`src/rtl/bm_sched_pkg.sv`:
```
// Shared types and geometry helpers for the block-match dispatch scheduler.
// Geometry functions turn pixel dimensions into block counts and word offsets.
package bm_sched_pkg;

  typedef enum logic [1:0] {
    ST_IDLE,
    ST_DISPATCH,
    ST_DRAIN
  } statetype;

  function automatic int unsigned blocks_per_row(input int unsigned frame_w,
                                                 input int unsigned srch_w,
                                                 input int unsigned blk_w);
    return (frame_w - srch_w) / blk_w;
  endfunction

  function automatic int unsigned blocks_per_col(input int unsigned frame_h,
                                                 input int unsigned srch_h,
                                                 input int unsigned blk_h);
    return (frame_h - srch_h) / blk_h;
  endfunction

  function automatic int unsigned row_step(input int unsigned frame_w,
                                           input int unsigned port_w,
                                           input int unsigned blk_h);
    return (frame_w / port_w) * blk_h;
  endfunction

  function automatic int unsigned right_off(input int unsigned frame_w,
                                            input int unsigned port_w,
                                            input int unsigned srch_h,
                                            input int unsigned blk_h);
    return (frame_w / port_w) * ((srch_h - blk_h) / 2);
  endfunction

  function automatic int unsigned left_off(input int unsigned frame_w,
                                           input int unsigned port_w,
                                           input int unsigned srch_w,
                                           input int unsigned srch_h,
                                           input int unsigned blk_w,
                                           input int unsigned blk_h);
    return right_off(frame_w, port_w, srch_h, blk_h) + srch_w / port_w - blk_w / port_w;
  endfunction

endpackage

```
`src/rtl/bm_rr_pick.sv`:
```
// Combinational round-robin picker: grants the first requester at or after ptr.
module bm_rr_pick #(
  parameter int unsigned NUM_ENG = 2,
  parameter int unsigned IdxW    = (NUM_ENG > 1) ? $clog2(NUM_ENG) : 1
) (
  input  logic [NUM_ENG-1:0] req,
  input  logic [IdxW-1:0]    ptr,
  output logic [NUM_ENG-1:0] gnt,
  output logic [IdxW-1:0]    gnt_idx
);

  logic            found;
  logic [IdxW-1:0] cand;

  always_comb begin
    gnt     = '0;
    gnt_idx = '0;
    found   = 1'b0;
    cand    = '0;
    for (int unsigned i = 0; i < NUM_ENG; i++) begin
      cand = IdxW'((32'(ptr) + i) % NUM_ENG);
      if (!found && req[cand]) begin
        found     = 1'b1;
        gnt[cand] = 1'b1;
        gnt_idx   = cand;
      end
    end
  end

endmodule

```
`src/rtl/bm_dispatch_sched.sv`:
```
// Frame scheduler: walks the block grid in raster order and hands each block to the
// next ready block-match engine round-robin; signals frame_done once all engines drain.
module bm_dispatch_sched
  import bm_sched_pkg::*;
#(
  parameter int unsigned NUM_ENG      = 2,
  parameter int unsigned rd_port_w    = 8,
  parameter int unsigned bit_frame_w  = 960,
  parameter int unsigned bit_frame_h  = 540,
  parameter int unsigned block_width  = 16,
  parameter int unsigned block_height = 16,
  parameter int unsigned search_blk_w = 64,
  parameter int unsigned search_blk_h = 32
) (
  input  logic                   clk,
  input  logic                   reset_n,
  input  logic [3:0]             img_number_in,
  output logic                   sched_idle,
  output logic                   bm_working_buf,
  output logic                   frame_done,
  input  logic [NUM_ENG-1:0]     eng_done,
  output logic [NUM_ENG-1:0]     eng_start,
  output logic [NUM_ENG*16-1:0]  eng_srch_addr,
  output logic [NUM_ENG*16-1:0]  eng_blk_addr_left,
  output logic [NUM_ENG*16-1:0]  eng_blk_addr_right,
  output logic [NUM_ENG*16-1:0]  eng_blk_index
);

  localparam int unsigned IdxW     = (NUM_ENG > 1) ? $clog2(NUM_ENG) : 1;
  localparam int unsigned BlkAddrW = block_width / rd_port_w;
  localparam int unsigned BlocksPerRow =
      blocks_per_row(bit_frame_w, search_blk_w, block_width);
  localparam int unsigned BlocksPerCol =
      blocks_per_col(bit_frame_h, search_blk_h, block_height);
  localparam logic [14:0] RowStep  = 15'(row_step(bit_frame_w, rd_port_w, block_height));
  localparam logic [14:0] RightOff =
      15'(right_off(bit_frame_w, rd_port_w, search_blk_h, block_height));
  localparam logic [14:0] LeftOff  = 15'(left_off(bit_frame_w, rd_port_w, search_blk_w,
                                                  search_blk_h, block_width, block_height));
  localparam logic [14:0] SrchStep = 15'(BlkAddrW);
  localparam logic [5:0]  LastCol  = 6'(BlocksPerRow - 1);
  localparam logic [5:0]  LastRow  = 6'(BlocksPerCol - 1);

  statetype            state_q, state_d;
  logic [3:0]          img_q, img_d;
  logic                frame_done_q, frame_done_d;
  logic [IdxW-1:0]     ptr_q, ptr_d;
  logic [5:0]          row_q, row_d, col_q, col_d;
  logic [14:0]         srch_q, srch_d, row_base_q, row_base_d;
  logic [NUM_ENG-1:0]  pending_q, pending_d, busy_q, busy_d;
  logic [NUM_ENG-1:0]  ready, gnt, load;
  logic [IdxW-1:0]     gnt_idx;

  logic [NUM_ENG-1:0][15:0] srch_addr_q, left_q, right_q, index_q;

  // An engine that already saw its start but has not yet dropped eng_done is not ready.
  assign ready = eng_done & ~pending_q;

  bm_rr_pick #(
    .NUM_ENG (NUM_ENG),
    .IdxW    (IdxW)
  ) u_rr_pick (
    .req     (ready),
    .ptr     (ptr_q),
    .gnt     (gnt),
    .gnt_idx (gnt_idx)
  );

  always_comb begin
    state_d      = state_q;
    img_d        = img_q;
    frame_done_d = 1'b0;
    ptr_d        = ptr_q;
    row_d        = row_q;
    col_d        = col_q;
    srch_d       = srch_q;
    row_base_d   = row_base_q;
    load         = '0;
    unique case (state_q)
      ST_IDLE: begin
        if ((img_number_in != img_q) && (&eng_done)) begin
          row_d      = '0;
          col_d      = '0;
          srch_d     = '0;
          row_base_d = RowStep;
          state_d    = ST_DISPATCH;
        end
      end
      ST_DISPATCH: begin
        if (|gnt) begin
          load  = gnt;
          ptr_d = (32'(gnt_idx) == NUM_ENG - 1) ? '0 : gnt_idx + 1'b1;
          if (col_q != LastCol) begin
            col_d  = col_q + 6'd1;
            srch_d = srch_q + SrchStep;
          end else begin
            col_d      = '0;
            row_d      = row_q + 6'd1;
            srch_d     = row_base_q;
            row_base_d = row_base_q + RowStep;
          end
          if ((row_q == LastRow) && (col_q == LastCol)) begin
            state_d = ST_DRAIN;
          end
        end
      end
      ST_DRAIN: begin
        if (!(|pending_q) && !(|busy_q) && (&eng_done)) begin
          img_d        = img_q + 4'd1;
          frame_done_d = 1'b1;
          state_d      = ST_IDLE;
        end
      end
      default: state_d = ST_IDLE;
    endcase
  end

  // eng_done falling acknowledges a start; rising again ends the job. Unsolicited lows
  // never touch the flags.
  always_comb begin
    pending_d = pending_q;
    busy_d    = busy_q;
    for (int i = 0; i < NUM_ENG; i++) begin
      if (pending_q[i] && !eng_done[i]) begin
        pending_d[i] = 1'b0;
        busy_d[i]    = 1'b1;
      end else if (busy_q[i] && eng_done[i]) begin
        busy_d[i] = 1'b0;
      end
      if (load[i]) pending_d[i] = 1'b1;
    end
  end

  always_ff @(posedge clk or negedge reset_n) begin
    if (!reset_n) begin
      state_q      <= ST_IDLE;
      img_q        <= '0;
      frame_done_q <= 1'b0;
      ptr_q        <= '0;
      row_q        <= '0;
      col_q        <= '0;
      srch_q       <= '0;
      row_base_q   <= '0;
      pending_q    <= '0;
      busy_q       <= '0;
    end else begin
      state_q      <= state_d;
      img_q        <= img_d;
      frame_done_q <= frame_done_d;
      ptr_q        <= ptr_d;
      row_q        <= row_d;
      col_q        <= col_d;
      srch_q       <= srch_d;
      row_base_q   <= row_base_d;
      pending_q    <= pending_d;
      busy_q       <= busy_d;
    end
  end

  always_ff @(posedge clk or negedge reset_n) begin
    if (!reset_n) begin
      srch_addr_q <= '0;
      left_q      <= '0;
      right_q     <= '0;
      index_q     <= '0;
    end else begin
      for (int i = 0; i < NUM_ENG; i++) begin
        if (load[i]) begin
          srch_addr_q[i] <= {img_q[0], srch_q};
          left_q[i]      <= {img_q[0], srch_q + LeftOff};
          right_q[i]     <= {img_q[0], srch_q + RightOff};
          index_q[i]     <= {img_q, row_q, col_q};
        end
      end
    end
  end

  assign eng_start          = pending_q;
  assign frame_done         = frame_done_q;
  assign bm_working_buf     = img_q[0];
  assign sched_idle         = (state_q == ST_IDLE) && (&eng_done);
  assign eng_srch_addr      = srch_addr_q;
  assign eng_blk_addr_left  = left_q;
  assign eng_blk_addr_right = right_q;
  assign eng_blk_index      = index_q;

endmodule

```
`config.mk`:
```
export PLATFORM = sky130hd
export DESIGN_NAME = bm_dispatch_sched
export DESIGN_NICKNAME = d
export VERILOG_FILES = /design/src/rtl/bm_sched_pkg.sv /design/src/rtl/bm_rr_pick.sv /design/src/rtl/bm_dispatch_sched.sv
export SDC_FILE = /design/constraint.sdc
export NUM_CORES = 1
export LEC_CHECK = 0
export ABC_CLOCK_PERIOD_IN_PS = 1700
export BUFFER_PORTS_ARGS = -buffer_cell sky130_fd_sc_hd__buf_2
export CELL_PAD_IN_SITES_DETAIL_PLACEMENT = 1
export CELL_PAD_IN_SITES_GLOBAL_PLACEMENT = 1
export CORE_MARGIN = 4
export CORE_UTILIZATION = 39
export DETAILED_ROUTE_END_ITERATION = 8
export GPL_TIMING_DRIVEN = 1
export PLACE_DENSITY = 0.79
export SYNTH_ARGS = -nofsm -noshare
export SYNTH_HDL_FRONTEND = slang
export SYNTH_SLANG_ARGS = --single-unit
```
`constraint.sdc`:
```
create_clock -name clk -period 1.7 [get_ports clk]
set_input_delay 0.255 -clock clk [delete_from_list [all_inputs] [get_ports clk]]
set_output_delay 0.255 -clock clk [all_outputs]
set_load 0.01 [all_outputs]
```
### Word level (Yosys, flattened, before mapping)

Cells that the tools add are included.

| storage, ports and cells | value |
|---|---|
| output and inout port bits | 133 |
| word-level logic and storage cells | 125 |
| flip-flop bits (word level) | 182 |

| cells by class | value |
|---|---|
| add/sub/neg operators | 9 |
| reduce and logical (&&, ||, !) cells | 32 |
| order comparisons | 4 |
| bitwise operators | 3 |
| equal/unequal tests | 11 |
| mux-type cells | 46 |

Operators with widths:

| operator | count |
|---|---|
| $mux 15 | 6 |
| $pmux 15 s2 | 2 |
| $add 15x10->15 const B | 2 |
| $mux 6 | 5 |
| $pmux 6 s2 | 2 |
| $mux 1 | 20 |
| $mux 2 | 8 |
| $add 15x11->15 const B | 1 |
| $add 15x2->15 const B | 1 |
| $add 6x1->6 const B | 2 |
| $logic_and 1x1->1 | 12 |
| $ne 2x2->1 const B | 5 |
| $reduce_bool 2->1 | 5 |
| $reduce_and 4->1 | 2 |
| $eq 6x5->1 const B | 1 |
| $eq 6x6->1 const B | 1 |
| $ne 6x6->1 const B | 1 |
| $pmux 2 s3 | 1 |
| $reduce_and 2->1 | 3 |
| $reduce_or 2->1 | 3 |
| $logic_not 1->1 | 5 |
| $add 4x1->4 const B | 1 |
| $lt 1x2->1 const B | 2 |
| $ne 4x4->1 | 1 |
| 10 further kinds | 13 |

### Depth between registers and ports, before layout

| logic depth | value |
|---|---|
| depth after elaboration | 12 |
| mapped depth | 8 |
| mapped depth without buffers | 6 |

### Modules after synthesis

Synthesis repeated with hierarchy kept, for this count alone.

| unflattened totals | value |
|---|---|
| cell total of the unflattened synthesis | 641 |
| area, all modules | 6861.6 um^2 |

By module, submodules not included:

| module | area each (um^2) | seq. area each (um^2) | cells each | times used |
|---|---|---|---|---|
| bm_dispatch_sched | 6831.6 | 3878.7 | 637 | 1 |
| bm_rr_pick | 30.0 | 0.0 | 4 | 1 |

### Worst setup path before layout

No wires, ideal clock.

| timing path | value |
|---|---|
| path type | reg-to-reg |
| from | reg srch_q[6] |
| to | reg left_q (netlist bit eng_blk_addr_left[26]) |
| data arrival time | 1684 ps |
| buffers on the path | 1 |
| cell stages (with the launch flop) | 8 |
| period minus slack after synthesis | 1814 ps |
| data required time | 1570 ps |
| slack | -114 ps |
| cells stage by stage | dfrtp_1 clkbuf_1 inv_1 ha_1 nor3b_2 o21a_1 xor2_1 o21ai_1 |

| between the ends | value |
|---|---|
| word-level cells in the longest chain between the ends | 1 |

RTL lines:

| item | line | RTL |
|---|---|---|
| from (decl) | bm_dispatch_sched.sv:49 | `logic [14:0] srch_q, srch_d, row_base_q, row_base_d;` |
| from (signal assigned) | bm_dispatch_sched.sv:153 | `srch_q <= srch_d;` |
| $add 15x10->15 | bm_dispatch_sched.sv:170 | `left_q[i] <= {img_q[0], srch_q + LeftOff};` |
| to (signal, indexed assignment) | bm_dispatch_sched.sv:170 |  |
| to (decl) | bm_dispatch_sched.sv:54 | `logic [NUM_ENG-1:0][15:0] srch_addr_q, left_q, right_q, index_q;` |

No other way between the ends.
A chain may end at the register's enable or synchronous reset.

### Final worst setup path

| timing path | value |
|---|---|
| from | reg state_q[1] |
| to | reg row_q[3] |

| between the ends | value |
|---|---|
| word-level cells in the longest chain between the ends | 3 |

RTL lines:

| item | line | RTL |
|---|---|---|
| from (decl) | bm_dispatch_sched.sv:44 | `statetype state_q, state_d;` |
| from (signal assigned) | bm_dispatch_sched.sv:147 | `state_q <= state_d;` |
| $eq 2x1->1 or $logic_not 2->1 (tied branches) | bm_dispatch_sched.sv:79 | `unique case (state_q)` |
| $ne 2x2->1 (no line) or $reduce_bool 2->1 (tied branches) | -- |  |
| $reduce_and 4->1 (no line) | -- |  |
| to (signal assigned) | bm_dispatch_sched.sv:151 | `row_q <= row_d;` |
| to (decl) | bm_dispatch_sched.sv:48 | `logic [5:0] row_q, row_d, col_q, col_d;` |

Several ways; a longest one is shown, not always the timed one.

==> out/results.ini <==
[status]
outcome=finished with violations
violations=negative setup slack

[power]
p_leak_nw=5.069
finalPower_mw=15.17
cellPowerDensity_mw_per_mm2=1486
ir_drop_mv=0.7711

[critical_path]
r2r-end=row_q[3]$_DFFE_PN0P_
cp-start-kind=flop
critPathMaxFanout=7
reg2reg_depth=5
worstSetupPathDepth=5
slowest_delay_ns=0.48
r2r_slack_ns=-0.14
cp-end-kind=flop
crit_arrival_ns=2.20
critPathKind=flop to flop
cp_cell_sequence=and2b_4 -> buf_4 -> o2111ai_4 -> or4_4 -> a21oi_2
timing.rr.start=state_q[1]$_DFFE_PN0P_
critical_path_buf_inv_count=1
critPathSlowestCell=dfrtp_2
crit_start=state_q[1]$_DFFE_PN0P_
crit_path_end=row_q[3]$_DFFE_PN0P_
worst-endpoint-required_ns=2.06
crit_family=simple AND/OR/NAND/NOR gates

[timing]
final_max_slew_viol_count=0
worst_slew_pin_slew_ns=0.4919
setup_tns_ns=-1.656
setup_violations=40
rsz0062_at_grt=true
final.min_clock_period_ns=1.842
min_period_over_period=1.083
layout_setup_ws_ns=-0.1417
skew_ns=0.01341
slew_headroom=0.6695
fmax_ghz=0.5430
hold_viol=0

[grt]
antenna_found_initial=0
grt_pass1_wl_mm=40.22
grt_pass1_vias=7039
grt_max_degree=55
grt_use_total=0.2383
grt_overflow=0

[logic_synthesis]
yosysSeqAreaShare=0.5290
synth_area_mm2=0.007332
synth_seq_cells=155
syn_nets=736
synth.top_cells.by_area=dfrtp_1 53%, nand2_1 7.7%, mux2_4 4.3%
synth.top_cell.area_share=0.5290
yosysMostFrequentCell=dfrtp_1
async_reset_ff_frac=1.000
avgSynthCellArea_um2=10.21
synth-edff-count=0
yosysTopAreaCell=dfrtp_1
netlist_top_cells_count=155 x dfrtp_1, 150 x nand2_1, 56 x o21ai_1
yosysWarningCount=0
syn_inst=718
synth-main-ff-cell=dfrtp_1
ys_types=71

[clocking]
numClockSinks=155
max-clock-path-buffers=2
worstSkewPairLatency_ns=0.43
cts_htree_levels=4
cts_tree=done
cts_made_buffers=17
clk_pin_slew_worst_paths_ns=0.07
cts.root.buffer_cell=clkbuf_16

[detailed_routing]
vias=6713
vias_per_cell=5.708
drt.antenna.violating_nets=0
routed_wl_mm=28.26
avgRoutedWirePerCell_um=24.03
first_pass_iters=5
drtIter0Drc=450
drt_drc_violations_left=0

[layout]
post-route-util=0.5606
final_cells=1176
syn2layout_area_growth_pct=39.22
nets=952
drive_gt1_frac=0.4351
diodes=0

[place]
dp_hpwl_mm=15.86
gp_congestion=0.8864
place_ws_ns=-0.1022
portBuffers=140
dp.cells=1105

[worst_hold_path]
hp-class=primary input to flop

[floorplanning]
row_count=49
die_w_um=145.1
io-pin-count=141
start_util=0.4027
die_h_um=145.1
dieArea_mm2=0.02106
design.core.area_mm2=0.01821

[flow_run]
drv_cap=0

[layout by cell type (no fill, tap or decap), drive strengths merged, types with 4 or more instances in the layout]
master,count
buf,263
dfrtp,155
nand2,150
o21ai,82
nand3,31
mux2,22
inv,21
clkbuf,18
nor3,15
xor2,15
a21oi,15
nor2,14
xnor2,10
ha,10
o211ai,7
o2111ai,7
nand4,6
or3,6
nand2b,5
and3,5
mux2i,5
or4,5
a31oi,5
a21o,4
[layout make-up]
| class | count | area, um2 |
|---|---|---|
| clock buffer | 17 | 425.4 |
| clock inverter | 15 | 186.4 |
| fill | 1969 | 8001 |
| inverter | 15 | 58.81 |
| multi-input combinational | 480 | 3470 |
| sequential | 155 | 3889 |
| tap | 229 | 286.5 |
| timing repair buffer | 265 | 1892 |
[how the worst min path moves through the flow]
stage | start | end | slack [ns] | cells after the start
final | eng_done[1] | busy_q[1]$_DFFE_PN0P_ | 0.13 | 2
after CTS | eng_done[1] | busy_q[1]$_DFFE_PN0P_ | 0.08 | 2
after global routing | eng_done[1] | busy_q[1]$_DFFE_PN0P_ | 0.11 | 2
after floorplan | reset_n | busy_q[0]$_DFFE_PN0P_ | -0.04 | 0
after detailed placement | reset_n | eng_blk_addr_right[13]$_DFFE_PN0P_ | 0.18 | 1
after global placement | reset_n | eng_blk_addr_right[13]$_DFFE_PN0P_ | 0.18 | 1
[timing repair]
| item | in CTS | in global routing |
|---|---|---|
| buffers inserted | 21 | 15 |
| pin swaps | 16 | 37 |
| resized for setup | 52 | 72 |
| endpoints found under the hold margin | 34 | 0 |
| hold buffers | 1 | 0 |
| setup endpoints to repair | 40 | 67 |
| cloned | 2 | 1 |
[per-stage QoR]
step	cell area [um2]	hold slack [ns]
after detailed placement	8706	0.1824
after global placement	8706	0.1846
after floorplan	7355	-0.04059
after global routing	10210	0.1053
final	10210	0.1336
after CTS	9741	0.07700
[logic make-up after synthesis]
family / after synthesis / share of synthesized area
multiplexers: 27 / 0.05137
flip-flops: 155 / 0.5290
adder cells (fa/ha/maj): 10 / 0.01706
AO/OA/AOI/OAI: 148 / 0.1288
XOR/XNOR: 25 / 0.02986
buffers and inverters: 85 / 0.06706
AND/OR/NAND/NOR: 268 / 0.1768
[state kept, by name, indices dropped and copies added, names as in the netlist, 4 cells and up]
signal	cells
col_q	6
srch_q	15
eng_srch_addr	30
eng_blk_addr_left	28
eng_blk_addr_right	18
row_q	6
img_q	4
eng_blk_index	32
row_base_q	8
[per-layer routing]
metal	track usage	share of wire	vias up
met5	0	0	-
met4	0.1159	0.037	0
met3	0.04740	0.052	86
met2	0.4033	0.51	287
met1	0.2933	0.40	3431
li1	-	-	2909
[report_power, final]
| group | switching (mW) | leakage (nW) | total (mW) | internal, mW |
|---|---|---|---|---|
| Combinational | 3.39 | 2.75 | 5.96 | 2.58 |
| Sequential | 0.628 | 2.03 | 5.13 | 4.50 |
| Clock | 1.73 | 0.293 | 4.07 | 2.34 |
No activity file was read; power rests on OpenSTA's default activity.
